### src/rtl/mips_multicycle_control.sv
// Main control FSM of the multi-cycle MIPS core: walks each latched instruction
// through FETCH/DECODE/... and decodes every datapath strobe from the current state.
module mips_multicycle_control #(
  parameter int HALT_FUNCT = 63,
  parameter int ALU_OP_W   = 3
) (
  input  logic                clk,
  input  logic                rst_n,
  input  logic [5:0]          op_i,
  input  logic [5:0]          funct_i,
  input  logic                zero_i,
  output logic                iord_o,
  output logic                mem_write_o,
  output logic                ir_write_o,
  output logic                reg_dst_o,
  output logic                mem_to_reg_o,
  output logic                reg_write_o,
  output logic                alu_src_a_o,
  output logic [1:0]          alu_src_b_o,
  output logic                imm_zext_o,
  output logic [ALU_OP_W-1:0] alu_op_o,
  output logic [1:0]          pc_src_o,
  output logic                pc_en_o,
  output logic [3:0]          state_o,
  output logic                illegal_o,
  output logic                halted_o
);

  typedef enum logic [3:0] {
    S_FETCH        = 4'd0,
    S_DECODE       = 4'd1,
    S_MEMADDR      = 4'd2,
    S_MEMREAD      = 4'd3,
    S_MEMWRITEBACK = 4'd4,
    S_MEMWRITE     = 4'd5,
    S_EXECUTE      = 4'd6,
    S_ALUWRITEBACK = 4'd7,
    S_BRANCH       = 4'd8,
    S_IEXECUTE     = 4'd9,
    S_IWRITEBACK   = 4'd10,
    S_JUMP         = 4'd11,
    S_HALT         = 4'd12
  } mips_state_e;

  typedef enum logic [5:0] {
    OP_RTYPE = 6'h00,
    OP_J     = 6'h02,
    OP_BEQ   = 6'h04,
    OP_BNE   = 6'h05,
    OP_ADDI  = 6'h08,
    OP_ADDIU = 6'h09,
    OP_SLTI  = 6'h0A,
    OP_SLTIU = 6'h0B,
    OP_ANDI  = 6'h0C,
    OP_ORI   = 6'h0D,
    OP_LUI   = 6'h0F,
    OP_LW    = 6'h23,
    OP_SW    = 6'h2B
  } mips_op_e;

  localparam logic [ALU_OP_W-1:0] ALU_ADD   = ALU_OP_W'(0);
  localparam logic [ALU_OP_W-1:0] ALU_SUB   = ALU_OP_W'(1);
  localparam logic [ALU_OP_W-1:0] ALU_FUNCT = ALU_OP_W'(2);
  localparam logic [ALU_OP_W-1:0] ALU_AND   = ALU_OP_W'(3);
  localparam logic [ALU_OP_W-1:0] ALU_OR    = ALU_OP_W'(4);
  localparam logic [ALU_OP_W-1:0] ALU_SLT   = ALU_OP_W'(5);
  localparam logic [ALU_OP_W-1:0] ALU_SLTU  = ALU_OP_W'(6);
  localparam logic [ALU_OP_W-1:0] ALU_LUI   = ALU_OP_W'(7);

  mips_state_e state;
  mips_state_e decode_next;
  logic        op_legal;
  logic        pc_write;
  logic        branch;

  // Unsupported opcodes (JAL, byte/half loads/stores, LL/SC, unknown) fall back to FETCH.
  always_comb begin
    decode_next = S_FETCH;
    op_legal    = 1'b1;
    case (op_i)
      OP_LW, OP_SW:   decode_next = S_MEMADDR;
      OP_RTYPE:       decode_next = (funct_i == 6'(HALT_FUNCT)) ? S_HALT : S_EXECUTE;
      OP_BEQ, OP_BNE: decode_next = S_BRANCH;
      OP_ADDI, OP_ADDIU, OP_SLTI, OP_SLTIU,
      OP_ANDI, OP_ORI, OP_LUI: decode_next = S_IEXECUTE;
      OP_J:           decode_next = S_JUMP;
      default:        op_legal = 1'b0;
    endcase
  end

  always_ff @(posedge clk) begin
    if (!rst_n) begin
      state <= S_FETCH;
    end else begin
      case (state)
        S_FETCH:        state <= S_DECODE;
        S_DECODE:       state <= decode_next;
        S_MEMADDR:      state <= (op_i == OP_LW) ? S_MEMREAD : S_MEMWRITE;
        S_MEMREAD:      state <= S_MEMWRITEBACK;
        S_EXECUTE:      state <= S_ALUWRITEBACK;
        S_IEXECUTE:     state <= S_IWRITEBACK;
        S_HALT:         state <= S_HALT;
        default:        state <= S_FETCH;
      endcase
    end
  end

  // Everything is forced low while reset is asserted so no write can slip out.
  always_comb begin
    iord_o       = 1'b0;
    mem_write_o  = 1'b0;
    ir_write_o   = 1'b0;
    reg_dst_o    = 1'b0;
    mem_to_reg_o = 1'b0;
    reg_write_o  = 1'b0;
    alu_src_a_o  = 1'b0;
    alu_src_b_o  = 2'b00;
    imm_zext_o   = 1'b0;
    alu_op_o     = ALU_ADD;
    pc_src_o     = 2'b00;
    pc_write     = 1'b0;
    branch       = 1'b0;
    illegal_o    = 1'b0;
    halted_o     = 1'b0;
    state_o      = 4'd0;
    if (rst_n) begin
      state_o = state;
      case (state)
        S_FETCH: begin
          ir_write_o  = 1'b1;
          alu_src_b_o = 2'b01;
          pc_write    = 1'b1;
        end
        S_DECODE: begin
          alu_src_b_o = 2'b11;
          illegal_o   = !op_legal;
        end
        S_MEMADDR: begin
          alu_src_a_o = 1'b1;
          alu_src_b_o = 2'b10;
        end
        S_MEMREAD: iord_o = 1'b1;
        S_MEMWRITEBACK: begin
          reg_write_o  = 1'b1;
          mem_to_reg_o = 1'b1;
        end
        S_MEMWRITE: begin
          iord_o      = 1'b1;
          mem_write_o = 1'b1;
        end
        S_EXECUTE: begin
          alu_src_a_o = 1'b1;
          alu_op_o    = ALU_FUNCT;
        end
        S_ALUWRITEBACK: begin
          reg_dst_o   = 1'b1;
          reg_write_o = 1'b1;
        end
        S_BRANCH: begin
          alu_src_a_o = 1'b1;
          alu_op_o    = ALU_SUB;
          pc_src_o    = 2'b01;
          branch      = 1'b1;
        end
        S_IEXECUTE: begin
          alu_src_a_o = 1'b1;
          alu_src_b_o = 2'b10;
          case (op_i)
            OP_SLTI:  alu_op_o = ALU_SLT;
            OP_SLTIU: alu_op_o = ALU_SLTU;
            OP_ANDI: begin alu_op_o = ALU_AND; imm_zext_o = 1'b1; end
            OP_ORI:  begin alu_op_o = ALU_OR;  imm_zext_o = 1'b1; end
            OP_LUI:  begin alu_op_o = ALU_LUI; imm_zext_o = 1'b1; end
            default:  alu_op_o = ALU_ADD;
          endcase
        end
        S_IWRITEBACK: reg_write_o = 1'b1;
        S_JUMP: begin
          pc_src_o = 2'b10;
          pc_write = 1'b1;
        end
        S_HALT: halted_o = 1'b1;
        default: ;
      endcase
    end
    // BNE takes the branch when the operands differ, BEQ when they match.
    pc_en_o = pc_write | (branch & (zero_i ^ (op_i == OP_BNE)));
  end

endmodule
### config.mk
export PLATFORM = sky130hd
export DESIGN_NAME = mips_multicycle_control
export DESIGN_NICKNAME = d
export VERILOG_FILES = /design/src/rtl/mips_multicycle_control.sv
export SDC_FILE = /design/constraint.sdc
export NUM_CORES = 1
export LEC_CHECK = 0
export BUFFER_PORTS_ARGS = -buffer_cell sky130_fd_sc_hd__buf_2
export CORE_MARGIN = 3
export CORE_UTILIZATION = 46
export CTS_CLUSTER_DIAMETER = 100
export DETAILED_ROUTE_END_ITERATION = 7
export MAX_ROUTING_LAYER = met4
export PLACE_DENSITY = 0.79
export SYNTH_ARGS = -nofsm -noshare
export SYNTH_HDL_FRONTEND = slang
export SYNTH_SLANG_ARGS = --single-unit
export TNS_END_PERCENT = 1
### constraint.sdc
create_clock -name clk -period 1.7 [get_ports clk]
set_input_delay 0.17 -clock clk [delete_from_list [all_inputs] [get_ports clk]]
set_output_delay 0.17 -clock clk [all_outputs]
set_load 0.01 [all_outputs]
Yosys cells after proc, flatten, opt, wreduce, memory -nomap -nowiden
Index checks and enable logic that the tools add are counted.

Register bits after elaboration: 4. Input bits: 15. Output and inout bits: 22.

Reduce and logical (&&, ||, !) cells: 13. Mux-type cells: 38. Bitwise operators: 3. Equal/unequal tests: 25.

Operators by type and width (count): $eq 6x4->1 const B (7); $pmux 4 s7 (1); $mux 1 (26); $eq 4x4->1 const B (5); $pmux 4 s5 (1); $eq 6x6->1 const B (3); $eq 4x3->1 const B (4); $pmux 3 s5 (1); $reduce_or 13->1 (1); $eq 6x3->1 const B (2); $reduce_or 2->1 (5); $pmux 3 s3 (1); $eq 4x2->1 const B (2); $mux 4 (2); $reduce_or 7->1 (1); $eq 6x2->1 const B (1); $logic_not 6->1 (1); $mux 3 (2); $pmux 2 s3 (1); $reduce_or 3->1 (2); $eq 4x1->1 const B (1); $logic_not 4->1 (1); $mux 2 (2); $pmux 2 s2 (1); 5 further kinds (5).

Logic depth before layout (Yosys ltp)
Gate-level depths: netlist of the first run.

Depth after elaboration: 6. Mapped depth: 6. Gate-level depth less buffers: 4.

Least setup slack after synthesis of the first run
OpenSTA, ideal clock, no wires.

Kind: reg2out. Start point: register state[1]. End point: output port alu_op_o[0]. Slack: 0.229 ns. Cell stages (with the launch flop): 6. Buffers on the path: 1. Data arrival time: 1.301 ns. Cells stage by stage: dfxtp_1 buf_6 and4bb_1 nor4b_4 nand2_1 a211oi_2.

Word-level cells in the longest chain between the ends: 3. Elaborated cells on any way between the ends: 5. Those cells by class: eq/ne (3); mux (2).

RTL lines: start: declaration (RTL line 70) `mips_state_e state;`; start signal: assignment (RTL line 97) `S_DECODE: state <= decode_next;`; start signal: assignment (RTL line 98) `S_MEMADDR: state <= (op_i == OP_LW) ? S_MEMREAD : S_MEMWRITE;`; $eq 4x4->1 / $eq 4x3->1 (equally long branches) (RTL line 128) `case (state)`; $pmux 3 s3 (*) (RTL line 128); $mux 3 (*) (RTL line 126) `if (rst_n) begin`; end: declaration (RTL line 21) `output logic [ALU_OP_W-1:0] alu_op_o,`.

Mark *: on every way between the ends. The rest lies on a longest branch, timed or not.

Worst setup path in the final report of the first run
Start point: register state[0]. End point: output port alu_op_o[0].

Same word-level chain as after synthesis.

==> results.md, run 1 <==
- Setup crit start: state[0]$_SDFF_PN0_
- RSZ-0062 raised after global routing: true
- GR Overflow Total: 0
- Failing checks: setup timing
- CTS Root Cell: clkbuf_4
- Top FF cell, synth: dfxtp_1
- Top Registers: state: 4 flops
- Sink Count: 4
- CP required: 1.53 ns
- Max Slew Vio Count: 0
- Final instance area: 0.00101 mm2
- Reg clk slew, reported paths: 0.04 ns
- Async SR Flop Fraction: 0%
- Max-slew headroom at the worst pin: 77.5%
- Top cells by area, synth: dfxtp_1, nand2_1, nand2b_1
- Initial antenna violation count: 0
- IO Pins: 37
- Hold Path Class: primary input to flop
- CP endpoint kind: output pin
- DR iter-0 viols: 23
- Crit path max fanout: 6
- DRC: 0
- Cts hold-fix bufs: 0
- Core area: 0.00158 mm2
- Std cell rows: 14
- Fillcell total: 143
- Pleak: 0.463 nW
- DIE WIDTH: 48.0 um
- Routed wire length per instance: 13.2 um
- Gpl congestion: 0.912
- Routed WL: 2230 um
- Post-synthesis sequential area ratio: 9.88%
- Synthesized instance count: 122
- Critical path class: flop to output pin
- Number of routed nets with antenna violations: 0
- Port bufs: 36
- CTS tree: built
- Critical R2R Launch: state[3]$_SDFF_PN0_
- Final net count: 170
- Die Y: 48.0 um
- Largest Register: state
- Synthesized area per cell: 6.65 um2
- CTS H-tree lvls: 1
- Antenna cells: 0
- Power density cells: 371 mW/mm2
- Sequential cell area: 83.8 um2
- Routed vias/inst: 5.88
- Fmax: 0.571 GHz
- Post-synth top area cell: dfxtp_1
- P&R area growth vs syn: 25.0%
- Most frequent cells in the layout: buf_2, nand2_1, nor2_1
- Type of origin of the critical path: flop
- Period utilisation layout: 103%
- Mapped Nets: 137
- Hold path startpoint: rst_n
- First-pass iteration count of the detailed router: 4
- Post-Place Cells: 165
- Final Util: 64.3%
- Worst Path Arrival: 1.58 ns
- Synth Cell Area: 811 um2
- Post-synth EDFFs: 0
- Initial Util: 51.4%
- Worst-skew pair later-pin latency: 0.24 ns
- Setup violations, final: 1
- Status: finished, violations left
- Worst slew pin tran: 0.333 ns
- Non-filler cells, final: 169
- Share of layout cells above drive strength 1: 34.0%
- Largest net degree at the start of global routing: 19
- Clk buf depth: 2
- Max-Cap Viols: 0
- Leading cell type in the layout, fill and taps excluded: buf_2
- Synth top area share: 9.88%
- Gr usage total: 21.2%
- Vias: 993
- Syn. warnings: 0
- Multi-input logic area: 643 um2
- Unique masters post-synth: 42
- DP HPWL: 1660 um
- Max IR drop VDD: 0.263 mV
- CTS buffer count: 3
- Fin crit period: 1.75 ns
- Clk_skew: 0.00379 ns
- First-pass GRT wire length: 3390 um
- Placed Area: 971 um2
- Number of global-route vias before repair: 781
- Yosys reg bits: 4
- Setup WS post-layout: -0.0516 ns
- Overall die area: 0.00230 mm2
- Final hold violations: 0
- Max reg flops: 4
## report_power, final
part           switching, mW  internal (mW)
clock network         0.0460         0.0795
registers            0.00444         0.0977
logic                 0.0886         0.0594
total                  0.139          0.237
## final timing paths
| path | slack, ns | depth (start not counted) | to |
|---|---|---|---|
| worst max-delay path | -0.05 | 5 | alu_op_o[0] |
| worst min-delay path | 0.30 | 3 | state[0]$_SDFF_PN0_ |
| worst max register to register | 0.39 | 5 | state[1]$_SDFF_PN0_ |
| worst min register to register | 0.65 | 3 | state[3]$_SDFF_PN0_ |
## area by class of cell
type                            count  share of cell area [%]
Timing Repair Buffer               42                    22.6
Multi-Input combinational cell    100                    63.5
Clock buffer                        3                    2.22
Inverter                            4                    1.48
Sequential cell                     4                    8.27
Tap cell                           16                    1.98
## cells by family (layout without fill, tap and decap cells)
| kind of cell | after synthesis | after routing | synth area share, % |
|---|---|---|---|
| buf+inv | 18 | 49 | 11.4 |
| simple gates | 66 | 66 | 48.9 |
| flops | 4 | 4 | 9.88 |
| xor+xnor | 5 | 5 | 5.40 |
| compound gates | 29 | 29 | 24.4 |
## critical path, stage by stage, from the launching register on
cell and delay, ns:
dfxtp_4 0.37, and4bb_1 0.24, nor4b_4 0.25, nand2_1 0.13, a211oi_2 0.20, buf_2 0.16
## per-layer routing
layer  wire, um  vias up  global-route usage [%]  share of wire, %
met5          0        -                       -                 0
met4         30        0                    6.45               1.3
met3        176        4                    3.38               7.9
met2       1060       59                    35.4                47
met1        962      435                    25.7                43
li1           -      495                       -                 -
## cells in the mapped netlist, types with 2 or more instances
library cell,number
clkbuf_1,5
nand4_1,2
and2_1,4
nor4_1,3
nor2_1,10
buf_2,5
o21a_1,3
and3_1,2
inv_1,4
buf_6,2
nor2b_1,5
xor2_1,4
a21oi_1,5
nor3_1,6
dfxtp_1,4
nor4b_1,2
nand3_1,6
o21ai_0,8
nand2_1,12
nand3b_1,2
nand2b_1,7
## repair_timing
action / CTS / global route
gates resized for setup: 4 / 1
buffers inserted: 1 / 0
pin swaps: 3 / 3
setup endpoints to repair: 5 / 7
## through the flow
step,TNS (ns),hold slack (ns),setup slack (ns),power [mW]
after floorplan,0,0.366,0.229,0.203
after global placement,0,0.548,0.214,0.243
after detailed placement,0,0.551,0.128,0.248
after CTS,-0.0420,0.297,-0.0373,0.378
after global routing,-0.575,0.311,-0.177,0.397
final,-0.0516,0.296,-0.0516,0.376
Power figures use the tool's default switching activity.
==> inputs of run 2 (changes only) <==
--- a/config.mk
+++ b/config.mk
@@ -5,6 +5,7 @@
 export SDC_FILE = /design/constraint.sdc
 export NUM_CORES = 1
 export LEC_CHECK = 0
+export ABC_CLOCK_PERIOD_IN_PS = 1700
 export BUFFER_PORTS_ARGS = -buffer_cell sky130_fd_sc_hd__buf_2
 export CORE_MARGIN = 3
 export CORE_UTILIZATION = 46
@@ -12,6 +13,7 @@
 export DETAILED_ROUTE_END_ITERATION = 7
 export MAX_ROUTING_LAYER = met4
 export PLACE_DENSITY = 0.79
+export SKIP_LAST_GASP = 1
 export SYNTH_ARGS = -nofsm -noshare
 export SYNTH_HDL_FRONTEND = slang
 export SYNTH_SLANG_ARGS = --single-unit
==> run 2 against run 1 <==
Effect of this change: the flow still finishes with violations (setup timing); global-route usage is 0.16 points lower; die area stayed put; first-iteration DRC count is 13% lower; power hardly changed; cell area is 0.37% lower; wire length is 0.76% lower; flip-flop and latch count stayed put; via count is 0.60% lower; clock power hardly changed; register-to-register slack worse by 0.04 ns; fmax is 0.47% higher; critical endpoint unchanged; largest cell class unchanged.
==> results.md, run 2 (synthesis gave the netlist of run 1 again) <==
- Routed wire length per instance: 13.1 um (-0.76%)
- Top Registers: state: 4 flops
- Setup WS post-layout: -0.0435 ns (+0.00815 ns)
- Hold Path Class: primary input to flop
- Period utilisation layout: 103% (-0.48 points)
- Final hold violations: 0 (unchanged)
- Worst slew pin tran: 0.346 ns (+0.0123 ns)
- Placed Area: 971 um2 (unchanged)
- Number of routed nets with antenna violations: 0 (unchanged)
- First-pass GRT wire length: 3370 um (-0.59%)
- Die Y: 48.0 um (unchanged)
- Number of global-route vias before repair: 782 (+0.13%)
- Clk_skew: 0.00210 ns (-0.00169 ns)
- Pleak: 0.463 nW (-0.17%)
- CP endpoint kind: output pin
- Gr usage total: 21.0% (-0.16 points)
- DP HPWL: 1660 um (unchanged)
- Clk buf depth: 2 (unchanged)
- Initial antenna violation count: 0 (unchanged)
- Std cell rows: 14 (unchanged)
- Final instance area: 0.00101 mm2 (-0.37%)
- Setup violations, final: 2 (+1)
- Overall die area: 0.00230 mm2 (unchanged)
- First-pass iteration count of the detailed router: 4 (unchanged)
- Status: finished, violations left
- Max Slew Vio Count: 0 (unchanged)
- Max reg flops: 4 (unchanged)
- Leading cell type in the layout, fill and taps excluded: buf_2
- CTS buffer count: 3 (unchanged)
- Sink Count: 4 (unchanged)
- Reg clk slew, reported paths: 0.04 ns (about the same)
- Vias: 987 (-0.60%)
- Fmax: 0.574 GHz (+0.47%)
- Routed vias/inst: 5.84 (-0.60%)
- Max IR drop VDD: 0.265 mV (+0.72%)
- P&R area growth vs syn: 24.5%
- Largest net degree at the start of global routing: 19 (unchanged)
- DR iter-0 viols: 20 (-13%)
- Worst-skew pair later-pin latency: 0.24 ns (about the same)
- Non-filler cells, final: 169 (unchanged)
- Share of layout cells above drive strength 1: 34.0% (unchanged)
- Critical path class: flop to output pin
- Initial Util: 51.4% (unchanged)
- Type of origin of the critical path: flop
- Routed WL: 2210 um (-0.76%)
- Largest Register: state
- CTS Root Cell: clkbuf_4
- Crit path max fanout: 6 (unchanged)
- Antenna cells: 0 (unchanged)
- DRC: 0 (unchanged)
- Final net count: 170 (unchanged)
- Failing checks: setup timing
- Worst Path Arrival: 1.57 ns (about the same)
- CTS H-tree lvls: 1 (unchanged)
- DIE WIDTH: 48.0 um (unchanged)
- CTS tree: built
- Most frequent cells in the layout: buf_2, nand2_1, nor2_1
- GR Overflow Total: 0 (unchanged)
- Hold WS: 0.298 ns (+0.00149 ns)
- IO Pins: 37 (unchanged)
- RSZ-0062 raised after global routing: true
- CP required: 1.53 ns (about the same)
- Max-slew headroom at the worst pin: 76.7% (-0.83 points)
- Port bufs: 36 (unchanged)
- Max-Cap Viols: 0 (unchanged)
- Fin crit period: 1.74 ns (-0.00815 ns)
- Gpl congestion: 0.912 (unchanged)
- Post-Place Cells: 165 (unchanged)
- Power density cells: 372 mW/mm2 (+0.31%)
- Core area: 0.00158 mm2 (unchanged)
- Final Util: 64.0% (-0.24 points)
run 2: cell types whose count changed in the layout (fill, tap and decap cells not counted):
| cell | delta |
|---|---|
| buf_4 | +1 |
| buf_6 | -1 |
run 2: repair_timing:
item / in CTS / in global routing
setup buffers: 1 / 0
hold buffers: 0 / 0
hold endpoints to repair: 0 / 0
resized for setup: 3 / 1
pin swaps: 3 / 2
endpoints found under the setup margin: 5 / 7
run 2: final timing paths:
check                      startpoint             endpoint  slack, ns  cells past startpoint
setup / recovery  state[0]$_SDFF_PN0_          alu_op_o[0]      -0.04                      5
setup reg to reg  state[1]$_SDFF_PN0_  state[1]$_SDFF_PN0_       0.35                      5
hold reg to reg   state[3]$_SDFF_PN0_  state[3]$_SDFF_PN0_       0.65                      3
hold / removal                  rst_n  state[0]$_SDFF_PN0_       0.30                      3
run 2: routing by layer:
metal / routed length, um / global-route usage, % / up-vias
li1: - / - / 497
met5: 0 / - / -
met2: 1060 / 35.4 / 55
met1: 948 / 25.3 / 429
met3: 164 / 3.38 / 6
met4: 34 / 6.45 / 0
run 2: through the flow:
step | TNS, ns | setup WS, ns | power [mW]
finish | -0.0815 | -0.0435 | 0.375
global route | -0.685 | -0.177 | 0.396
CTS | -0.0676 | -0.0373 | 0.378
detailed placement | 0 | 0.128 | 0.248
global placement | 0 | 0.214 | 0.243
floorplan | 0 | 0.229 | 0.203
run 2: area by class of cell:
class	instances	area, um2
repair buffers	42	225
flip-flops and latches	4	83.8
inverters	4	15.0
clock buffers	3	22.5
well taps	16	20.0
fillers	143	567
multi-input cells	100	643
run 2: critical path: stages, from the launching register on:
cell	delay [ns]
dfxtp_4	0.37
and4bb_1	0.24
nor4b_4	0.25
nand2_1	0.13
a211oi_2	0.19
buf_2	0.16
run 2: where the power goes:
| group | switching [mW] | internal [mW] |
|---|---|---|
| Clock | 0.0457 | 0.0794 |
| Combinational | 0.0887 | 0.0593 |
| Sequential | 0.00451 | 0.0977 |
==> inputs of run 3 (changes only) <==
--- a/config.mk
+++ b/config.mk
@@ -7,12 +7,11 @@
 export LEC_CHECK = 0
 export ABC_CLOCK_PERIOD_IN_PS = 1700
 export BUFFER_PORTS_ARGS = -buffer_cell sky130_fd_sc_hd__buf_2
-export CORE_MARGIN = 3
 export CORE_UTILIZATION = 46
 export CTS_CLUSTER_DIAMETER = 100
 export DETAILED_ROUTE_END_ITERATION = 7
 export MAX_ROUTING_LAYER = met4
-export PLACE_DENSITY = 0.79
+export PLACE_DENSITY = 0.88
 export SKIP_LAST_GASP = 1
 export SYNTH_ARGS = -nofsm -noshare
 export SYNTH_HDL_FRONTEND = slang
==> run 3 against run 2 <==
Effect of this change: the run ends with DRC, setup timing left; cell count rose by 1.8%; global-route usage rose by 4.0 points; flip-flop and latch count did not move; hold slack improved by 0.0051 ns; clock skew barely moved; clock power fell by 6%; combinational power rose by 3%; die area fell by 16%.
==> results.md, run 3 (synthesis gave the netlist of run 1 again) <==
- Status: finished, violations left
- Failing checks: DRC, setup timing
- Final hold violations: 0 (unchanged)
- Max-slew headroom at the worst pin: 79.0% (+2.3 points)
- IO Pins: 37 (unchanged)
- Crit path max fanout: 5 (-1)
- Largest net degree at the start of global routing: 18 (-1)
- Gr usage total: 25.0% (+4.0 points)
- Leading cell type in the layout, fill and taps excluded: buf_2
- Initial Util: 51.4% (unchanged)
- Placed Area: 971 um2 (unchanged)
- Critical path class: flop to output pin
- Antenna cells: 0 (unchanged)
- Worst r2r path cells: 4 (-1)
- Overall die area: 0.00193 mm2 (-16%)
- Sink Count: 4 (unchanged)
- Pre-CTS setup slack: 0.110 ns (-0.0176 ns)
- Die Y: 44.0 um (-8.3%)
- Most frequent cells in the layout: buf_2, nand2_1, nor2_1
- Core area: 0.00158 mm2 (unchanged)
- Total power: 0.369 mW (-1.7%)
- Setup TNS: -0.139 ns (-0.0577 ns)
- GR Overflow Total: 0 (unchanged)
- Hold WS: 0.303 ns (+0.00506 ns)
- Routed wire length per instance: 13.3 um (+1.7%)
- Max Slew Vio Count: 0 (unchanged)
- Vias: 1019 (+3.2%)
- CP endpoint kind: output pin
- Max reg flops: 4 (unchanged)
- Period utilisation layout: 103% (+0.30 points)
- Port bufs: 36 (unchanged)
- Hold path startpoint: rst_n
- Gpl congestion: 0.817 (-10%)
- Critical R2R Launch: state[0]$_SDFF_PN0_
- Sequential cell area: 83.8 um2 (unchanged)
- Multi-input logic area: 648 um2 (+0.78%)
- Fin crit period: 1.75 ns (+0.00502 ns)
- Number of global-route vias before repair: 829 (+6.0%)
- Initial antenna violation count: 0 (unchanged)
- DRC: 4 (+4)
- Final net count: 173 (+1.8%)
- Power density cells: 356 mW/mm2 (-4.4%)
- Fillcell total: 153 (+7.0%)
- DIE WIDTH: 44.0 um (-8.3%)
- Final instance area: 0.00104 mm2 (+2.7%)
- Worst hold path stage count: 2 (-1)
- Std cell rows: 14 (unchanged)
- Top Registers: state: 4 flops
- CP required: 1.53 ns (about the same)
- Hold Path Class: primary input to flop
- Max IR drop VDD: 0.291 mV (+9.8%)
- Final Util: 65.8% (+1.7 points)
- DP HPWL: 1750 um (+4.9%)
- Setup WS post-layout: -0.0485 ns (-0.00502 ns)
- Grt met2 use: 42.7% (+7.3 points)
- Setup crit start: state[1]$_SDFF_PN0_
- Non-filler cells, final: 172 (+1.8%)
- Max-Cap Viols: 0 (unchanged)
- Reg clk slew, reported paths: 0.04 ns (about the same)
- CTS H-tree lvls: 1 (unchanged)
- Largest Register: state
- CTS Root Cell: clkbuf_4
- Worst slew pin tran: 0.312 ns (-0.0340 ns)
- Type of origin of the critical path: flop
- Worst-skew pair later-pin latency: 0.23 ns (about the same)
- First-pass GRT wire length: 3570 um (+5.7%)
- CTS buffer count: 3 (unchanged)
- Share of layout cells above drive strength 1: 35.3% (+1.3 points)
- GR peak layer: met2
- Post-Place Cells: 165 (unchanged)
- P&R area growth vs syn: 27.9%
- CTS tree: built
- Setup violations, final: 4 (+2)
- Fmax: 0.572 GHz (-0.29%)
- First-pass iteration count of the detailed router: 6 (+2)
- Pleak: 0.482 nW (+4.2%)
- Number of routed nets with antenna violations: 0 (unchanged)
- Clk buf depth: 2 (unchanged)
- RSZ-0062 raised after global routing: true
- Routed vias/inst: 5.92 (+1.4%)
- Worst Path Arrival: 1.58 ns (about the same)
- Routing usage on met3: 5.83% (+2.4 points)
- Met1 usage: 29.2% (+3.9 points)
- DR iter-0 viols: 31 (+55%)
- Routed WL: 2290 um (+3.5%)
- Clk_skew: 0.00227 ns (+0.000164 ns)
==> run 3: changes by cell type in the layout (fill, tap and decap cells not counted) <==
cell | previous run | this run
buf_4 | 6 | 9
a32oi_1 | 1 | 0
a32oi_2 | 0 | 1
nor2b_1 | 3 | 4
nor2b_2 | 2 | 1
==> run 3: cell type report <==
class                   count  area share [%]
clock buffers               3            2.17
inverters                   4            1.45
multi-input cells         100            62.5
flip-flops and latches      4            8.08
well taps                  16            1.93
repair buffers             45            23.9
==> run 3: worst paths after layout <==
check                                      endpoint  slack [ns]
worst max-delay path                    alu_op_o[0]       -0.05
worst min-delay path            state[2]$_SDFF_PN0_        0.30
worst max register to register  state[1]$_SDFF_PN0_        0.31
worst min register to register  state[3]$_SDFF_PN0_        0.65
==> run 3: per-layer routing <==
metal	part of all wire, %	wire length (um)
met1	43	980
met4	0.44	10
met2	50	1150
met5	0	0
met3	6.4	146
==> run 3: repair_timing <==
item / 4_1_cts / 5_1_grt
buffers inserted: 2 / 2
endpoints found under the setup margin: 7 / 7
pin swaps: 2 / 4
gates resized for setup: 2 / 2
hold buffers: 0 / 0
==> run 3: critical path: stages (launching register included) <==
cell      delay (ns)
dfxtp_4         0.34
and4bb_1        0.29
nor4b_4         0.25
nand2_1         0.12
a211oi_2        0.18
buf_2           0.15
==> run 3: report_power, final <==
part / internal, mW / total (mW) / switching (mW)
Clock: 0.0789 / 0.117 / 0.0377
Combinational: 0.0604 / 0.153 / 0.0927
Sequential: 0.0963 / 0.0992 / 0.00292
Total: 0.236 / 0.369 / 0.133
